File: config.mk
export PLATFORM = sky130hd
export DESIGN_NAME = von_ctrl_fsm
export DESIGN_NICKNAME = d
export VERILOG_FILES = /design/src/rtl/von_ctrl_fsm.sv
export SDC_FILE = /design/constraint.sdc
export NUM_CORES = 1
export LEC_CHECK = 0
export ABC_CLOCK_PERIOD_IN_PS = 3400
export CORE_ASPECT_RATIO = 1.25
export CORE_MARGIN = 10
export CORE_UTILIZATION = 52
export DETAILED_ROUTE_END_ITERATION = 8
export PLACE_DENSITY = 0.84
export SLEW_MARGIN = 5
export SYNTH_ARGS = -nofsm -noshare
export SYNTH_HDL_FRONTEND = slang
export SYNTH_SLANG_ARGS = --single-unit
File: constraint.sdc
create_clock -name clk -period 3.4 [get_ports clk]
set_input_delay 0.68 -clock clk [delete_from_list [all_inputs] [get_ports clk]]
set_output_delay 0.68 -clock clk [all_outputs]
set_load 0.01 [all_outputs]
File: src/rtl/von_ctrl_fsm.sv
// Fetch/decode/execute sequencer for the 4-bit von Neumann datapath.
// Moore state outputs plus ack-gated strobes in the memory phases.
module von_ctrl_fsm #(
    parameter int OP_W    = 4,
    parameter int TIMEOUT = 15
) (
    input  logic            clk,
    input  logic            clear_n,
    input  logic [OP_W-1:0] ir_op,
    input  logic            zero_flag,
    input  logic            mem_ack,
    output logic            pc_clear,
    output logic            pc_inc,
    output logic            pc_load,
    output logic            mar_load,
    output logic            mar_sel,
    output logic            ir_load,
    output logic            mem_rd,
    output logic            mem_wr,
    output logic            acc_load,
    output logic [1:0]      alu_op,
    output logic            halted,
    output logic [1:0]      err
);

    typedef enum logic [2:0] {
        S_RST, S_F1, S_F2, S_DEC, S_EX, S_HALT
    } state_t;

    localparam logic [OP_W-1:0] OP_NOP = OP_W'(0);
    localparam logic [OP_W-1:0] OP_LDA = OP_W'(1);
    localparam logic [OP_W-1:0] OP_ADD = OP_W'(2);
    localparam logic [OP_W-1:0] OP_SUB = OP_W'(3);
    localparam logic [OP_W-1:0] OP_STA = OP_W'(4);
    localparam logic [OP_W-1:0] OP_JMP = OP_W'(5);
    localparam logic [OP_W-1:0] OP_JZ  = OP_W'(6);
    localparam logic [OP_W-1:0] OP_HLT = OP_W'(15);

    localparam logic [1:0] ERR_ILL = 2'b01;
    localparam logic [1:0] ERR_BUS = 2'b10;

    state_t     r_state;
    state_t     w_next;
    logic [7:0] r_wait_cnt;
    logic [7:0] w_wait_nxt;
    logic [1:0] r_err;
    logic [1:0] w_err_nxt;
    logic       w_timeout;
    logic       w_is_sta;

    assign w_timeout = (r_wait_cnt == 8'(TIMEOUT));
    assign w_is_sta  = (ir_op == OP_STA);
    assign err       = r_err;

    always_ff @(posedge clk) begin
        if (!clear_n) begin
            r_state    <= S_RST;
            r_wait_cnt <= 8'd0;
            r_err      <= 2'b00;
        end else begin
            r_state    <= w_next;
            r_wait_cnt <= w_wait_nxt;
            r_err      <= w_err_nxt;
        end
    end

    always_comb begin
        w_next     = r_state;
        w_wait_nxt = r_wait_cnt;
        w_err_nxt  = r_err;
        pc_clear   = 1'b0;
        pc_inc     = 1'b0;
        pc_load    = 1'b0;
        mar_load   = 1'b0;
        mar_sel    = 1'b0;
        ir_load    = 1'b0;
        mem_rd     = 1'b0;
        mem_wr     = 1'b0;
        acc_load   = 1'b0;
        alu_op     = 2'b00;
        halted     = 1'b0;
        case (r_state)
            S_RST: begin
                pc_clear = 1'b1;
                w_next   = S_F1;
            end
            S_F1: begin
                mar_load   = 1'b1;
                w_wait_nxt = 8'd0;
                w_next     = S_F2;
            end
            S_F2: begin
                mem_rd = 1'b1;
                if (mem_ack) begin
                    ir_load    = 1'b1;
                    pc_inc     = 1'b1;
                    w_wait_nxt = 8'd0;
                    w_next     = S_DEC;
                end else if (w_timeout) begin
                    w_err_nxt = ERR_BUS;
                    w_next    = S_HALT;
                end else begin
                    w_wait_nxt = r_wait_cnt + 8'd1;
                end
            end
            S_DEC: begin
                w_wait_nxt = 8'd0;
                case (ir_op)
                    OP_LDA, OP_ADD, OP_SUB, OP_STA: begin
                        mar_sel  = 1'b1;
                        mar_load = 1'b1;
                        w_next   = S_EX;
                    end
                    OP_JMP: begin
                        pc_load = 1'b1;
                        w_next  = S_F1;
                    end
                    OP_JZ: begin
                        pc_load = zero_flag;
                        w_next  = S_F1;
                    end
                    OP_NOP: w_next = S_F1;
                    OP_HLT: w_next = S_HALT;
                    default: begin
                        w_err_nxt = ERR_ILL;
                        w_next    = S_HALT;
                    end
                endcase
            end
            S_EX: begin
                // Only a store writes; every other op here reads an operand.
                if (w_is_sta) begin
                    mem_wr = 1'b1;
                end else begin
                    mem_rd = 1'b1;
                    if (ir_op == OP_ADD) alu_op = 2'b01;
                    else if (ir_op == OP_SUB) alu_op = 2'b10;
                end
                if (mem_ack) begin
                    acc_load   = !w_is_sta;
                    w_wait_nxt = 8'd0;
                    w_next     = S_F1;
                end else if (w_timeout) begin
                    w_err_nxt = ERR_BUS;
                    w_next    = S_HALT;
                end else begin
                    w_wait_nxt = r_wait_cnt + 8'd1;
                end
            end
            S_HALT: halted = 1'b1;
            default: w_next = S_RST;
        endcase
    end

endmodule
==> impl_metrics.tcl <==
set metrics [dict create \
    antenna_left 0 \
    wirelength_um 2500 \
    timing.critical_path.depth 5 \
    post_synth.cell_area_avg_sq_um 7.61 \
    placed_cells_incl_taps 157 \
    finalCoreUtilization_pct 67.1 \
    cts_resized 0 \
    setup-tns-final_ps 0 \
    post_synthesis_compound_gate_area_fraction_pct 24.2 \
    critical_path.startpoint_type "input pin" \
    die_width_um 57.9 \
    p_per_area_nw_per_um2 334 \
    synth_top_family_by_area "simple AND/OR/NAND/NOR gates" \
    layout_common_cells "21 x sky130_fd_sc_hd__clkdlybuf4s50_1, 15 x sky130_fd_sc_hd__nor2_1, 13 x sky130_fd_sc_hd__dfxtp_1" \
    grtUsageTotal_pct 13.3 \
    worst_slew_margin_rel_pct 59.6 \
    timing.final.crit_period_ps 3300 \
    gr-total-overflow 0 \
    synth_xor_xnor_area_share_pct 4.68 \
    tightest_slew_ps 604 \
    first_iter_violations 37 \
    synth_mux_area_share_pct 6.02 \
    class_of_the_tightest_hold_or_removal_check "reg2reg" \
    criticalPathCategory "in2out" \
    place.port_buffers 21 \
    skew_ps 2.00 \
    cts.htree.levels 1 \
    core_region_area_sq_um 1740 \
    yosys.area_share.simple_pct 29.1 \
    floorplan.initialDensity_pct 53.7 \
    cts.root.buffer_cell "sky130_fd_sc_hd__clkbuf_4" \
    largest_stage_delay_on_the_critical_path_ps 590 \
    groute.layer.met2.usage_pct 23.3 \
    max-clock-path-buffers 2 \
    globalplace.congestion 0.854 \
    vias 978 \
    crit_chain "clkdlybuf4s50_1, o21a_1, or3_1, a21oi_1, clkdlybuf4s50_1" \
    post_synth_main_area_contributors "sky130_fd_sc_hd__dfxtp_1 28%, sky130_fd_sc_hd__nor2_1 6.0%, sky130_fd_sc_hd__a21oi_1 5.9%" \
    num_io_pins 22 \
    gr-max-usage-layer "met2" \
    synth_seq_area_share_pct 27.8 \
    most_frequent_cp_cell "sky130_fd_sc_hd__clkdlybuf4s50_1" \
    asyncSetResetFlopFracSynth_pct 0 \
    timing.final.setup_violations 0 \
    detailedRoute.firstPassIterationCount 5 \
    synth.top_cell.area_share_pct 27.8 \
    ys_seq_elements 13 \
    die-area_sq_um 3910 \
    cts_inserted_buffers 3 \
    path_clk_slew_ps 80 \
    syn_area_sq_um 936 \
    grt_max_degree 15 \
    power.leakage_uw 0.000410 \
    remaining_drc_errors 0 \
    cts_post_setup_buffers_inserted 0 \
    antenna_violations_before_repair 0 \
    nets 152 \
    max_cap_viol_count 0 \
    route.detailed.vias_per_inst 6.07 \
    fin_crit_sh_pct 97.0 \
    synth-edff-count 0 \
    layout.cells.most_common "sky130_fd_sc_hd__clkdlybuf4s50_1" \
    worst_hold_path.num_cells 2 \
    place_hpwl_um 1980 \
    cts.sinks 13 \
    vias_in_the_first_global_route 980 \
    ctsHoldBuffers 0 \
    antenna_cells_inserted 0 \
    synth_flop_cell "sky130_fd_sc_hd__dfxtp_1" \
    run_status "complete, no violations" \
    synthesis.yosys.warnings 0 \
    timing.critical_path.buf_inv 2 \
    netlist_instances 123 \
    netlist-cell-type-count 40 \
    synth_largest_area_cell "sky130_fd_sc_hd__dfxtp_1" \
    post_synth_fa_ha_maj_area_fraction_pct 1.34 \
    timing.final.hold_violations 0 \
    layout.cells.non_filler 161 \
    final_layout_size_suffix_gt1_share_pct 6.34 \
    cp_data_arrival_time_ps 2620 \
    critical_path.top_delay_family "buffers and inverters" \
    cp_data_required_time_ps 2720 \
    final_max_slew_violation_count 0 \
    slowest_stage "sky130_fd_sc_hd__clkdlybuf4s50_1" \
    detail_route.wl_per_cell_um 15.5 \
    grt_pass1_wl_um 4240 \
    max_freq_mhz 303 \
    worst-r2r-cell-count 4 \
    critical_path.endpoint_type "output pin" \
    placement_row_count 17 \
    worst_vdd_rail_ir_drop_mv 0.249 \
    die_h_um 67.4 \
    grt_setup_unrepaired "no" \
    grt_use_met3_pct 6.57 \
    gr_layer_usage_met1_pct 13.0 \
    critPathMaxFanout 8 \
    cts_tree "yes" \
    clk_latency_ps 280 \
    syn-num-nets 132 \
    area.growth.synth_to_final_pct 25.0 \
]
synth_stat cells, drive strengths merged, types with 3 or more instances:
master / number
nor2: 15
dfxtp: 13
a21oi: 11
inv: 8
nand3: 8
nor3: 7
buf: 5
mux2: 5
o21ai: 4
nand2: 3
nand2b: 3
o21a: 3
o31ai: 3
xnor2: 3
registers in the layout (all words and copies together) (netlist names):
signal	flops
err	2
r_wait_cnt	8
r_state	3
metrics by stage:
stage               total power, uW  setup WS, ps  cell area [sq um]  hold WS (ps)
floorplan                       249          1030                936           476
global placement                293           156               1140           473
detailed placement              294           102               1140           478
CTS                             390          90.6               1170           489
global route                    417          20.9               1170           547
finish                          391           103               1170           486
worst reg2reg max path: cells and delay by family, from the launching register on:
family          cells  cell delay [ps]
compound gates      1              510
flops               1              590
simple gates        2              560
mux                 1              310
cell families after synthesis:
family          Yosys count
compound gates           32
xor+xnor                  5
fa+ha+maj                 1
buf+inv                  15
flops                    13
mux                       5
simple gates             52
final timing paths:
check	startpoint	end	slack (ps)
worst min register to register	err[1]$_SDFFE_PN0P_	err[1]$_SDFFE_PN0P_	490
worst max-delay path	ir_op[1]	mar_load	100
worst min-delay path	err[1]$_SDFFE_PN0P_	err[1]$_SDFFE_PN0P_	490
worst max register to register	r_state[2]$_SDFFE_PN0N_	r_wait_cnt[4]$_SDFFE_PN0P_	1320
power breakdown:
group / total (uW) / internal [uW] / leakage, uW / switching, uW
sequential: 177 / 159 / 0.000105 / 18.2
clock: 97.8 / 45.5 / 0.0000150 / 52.3
combinational: 116 / 57.0 / 0.000290 / 58.8
total: 391 / 261 / 0.000410 / 129
final cells by class:
type	count	area, sq um
Multi-Input combinational cell	95	612
Clock buffer	4	26.3
Fill cell	167	574
Sequential cell	13	260
Inverter	8	30.0
Tap cell	19	23.8
Timing Repair Buffer	22	218
per-layer routing:
| layer | vias to the layer above | routed length, um |
|---|---|---|
| met5 | - | 0 |
| met4 | 0 | 59 |
| met3 | 8 | 223 |
| met2 | 33 | 1220 |
| met1 | 451 | 992 |
| li1 | 486 | - |
Power figures use the tool's default switching activity.
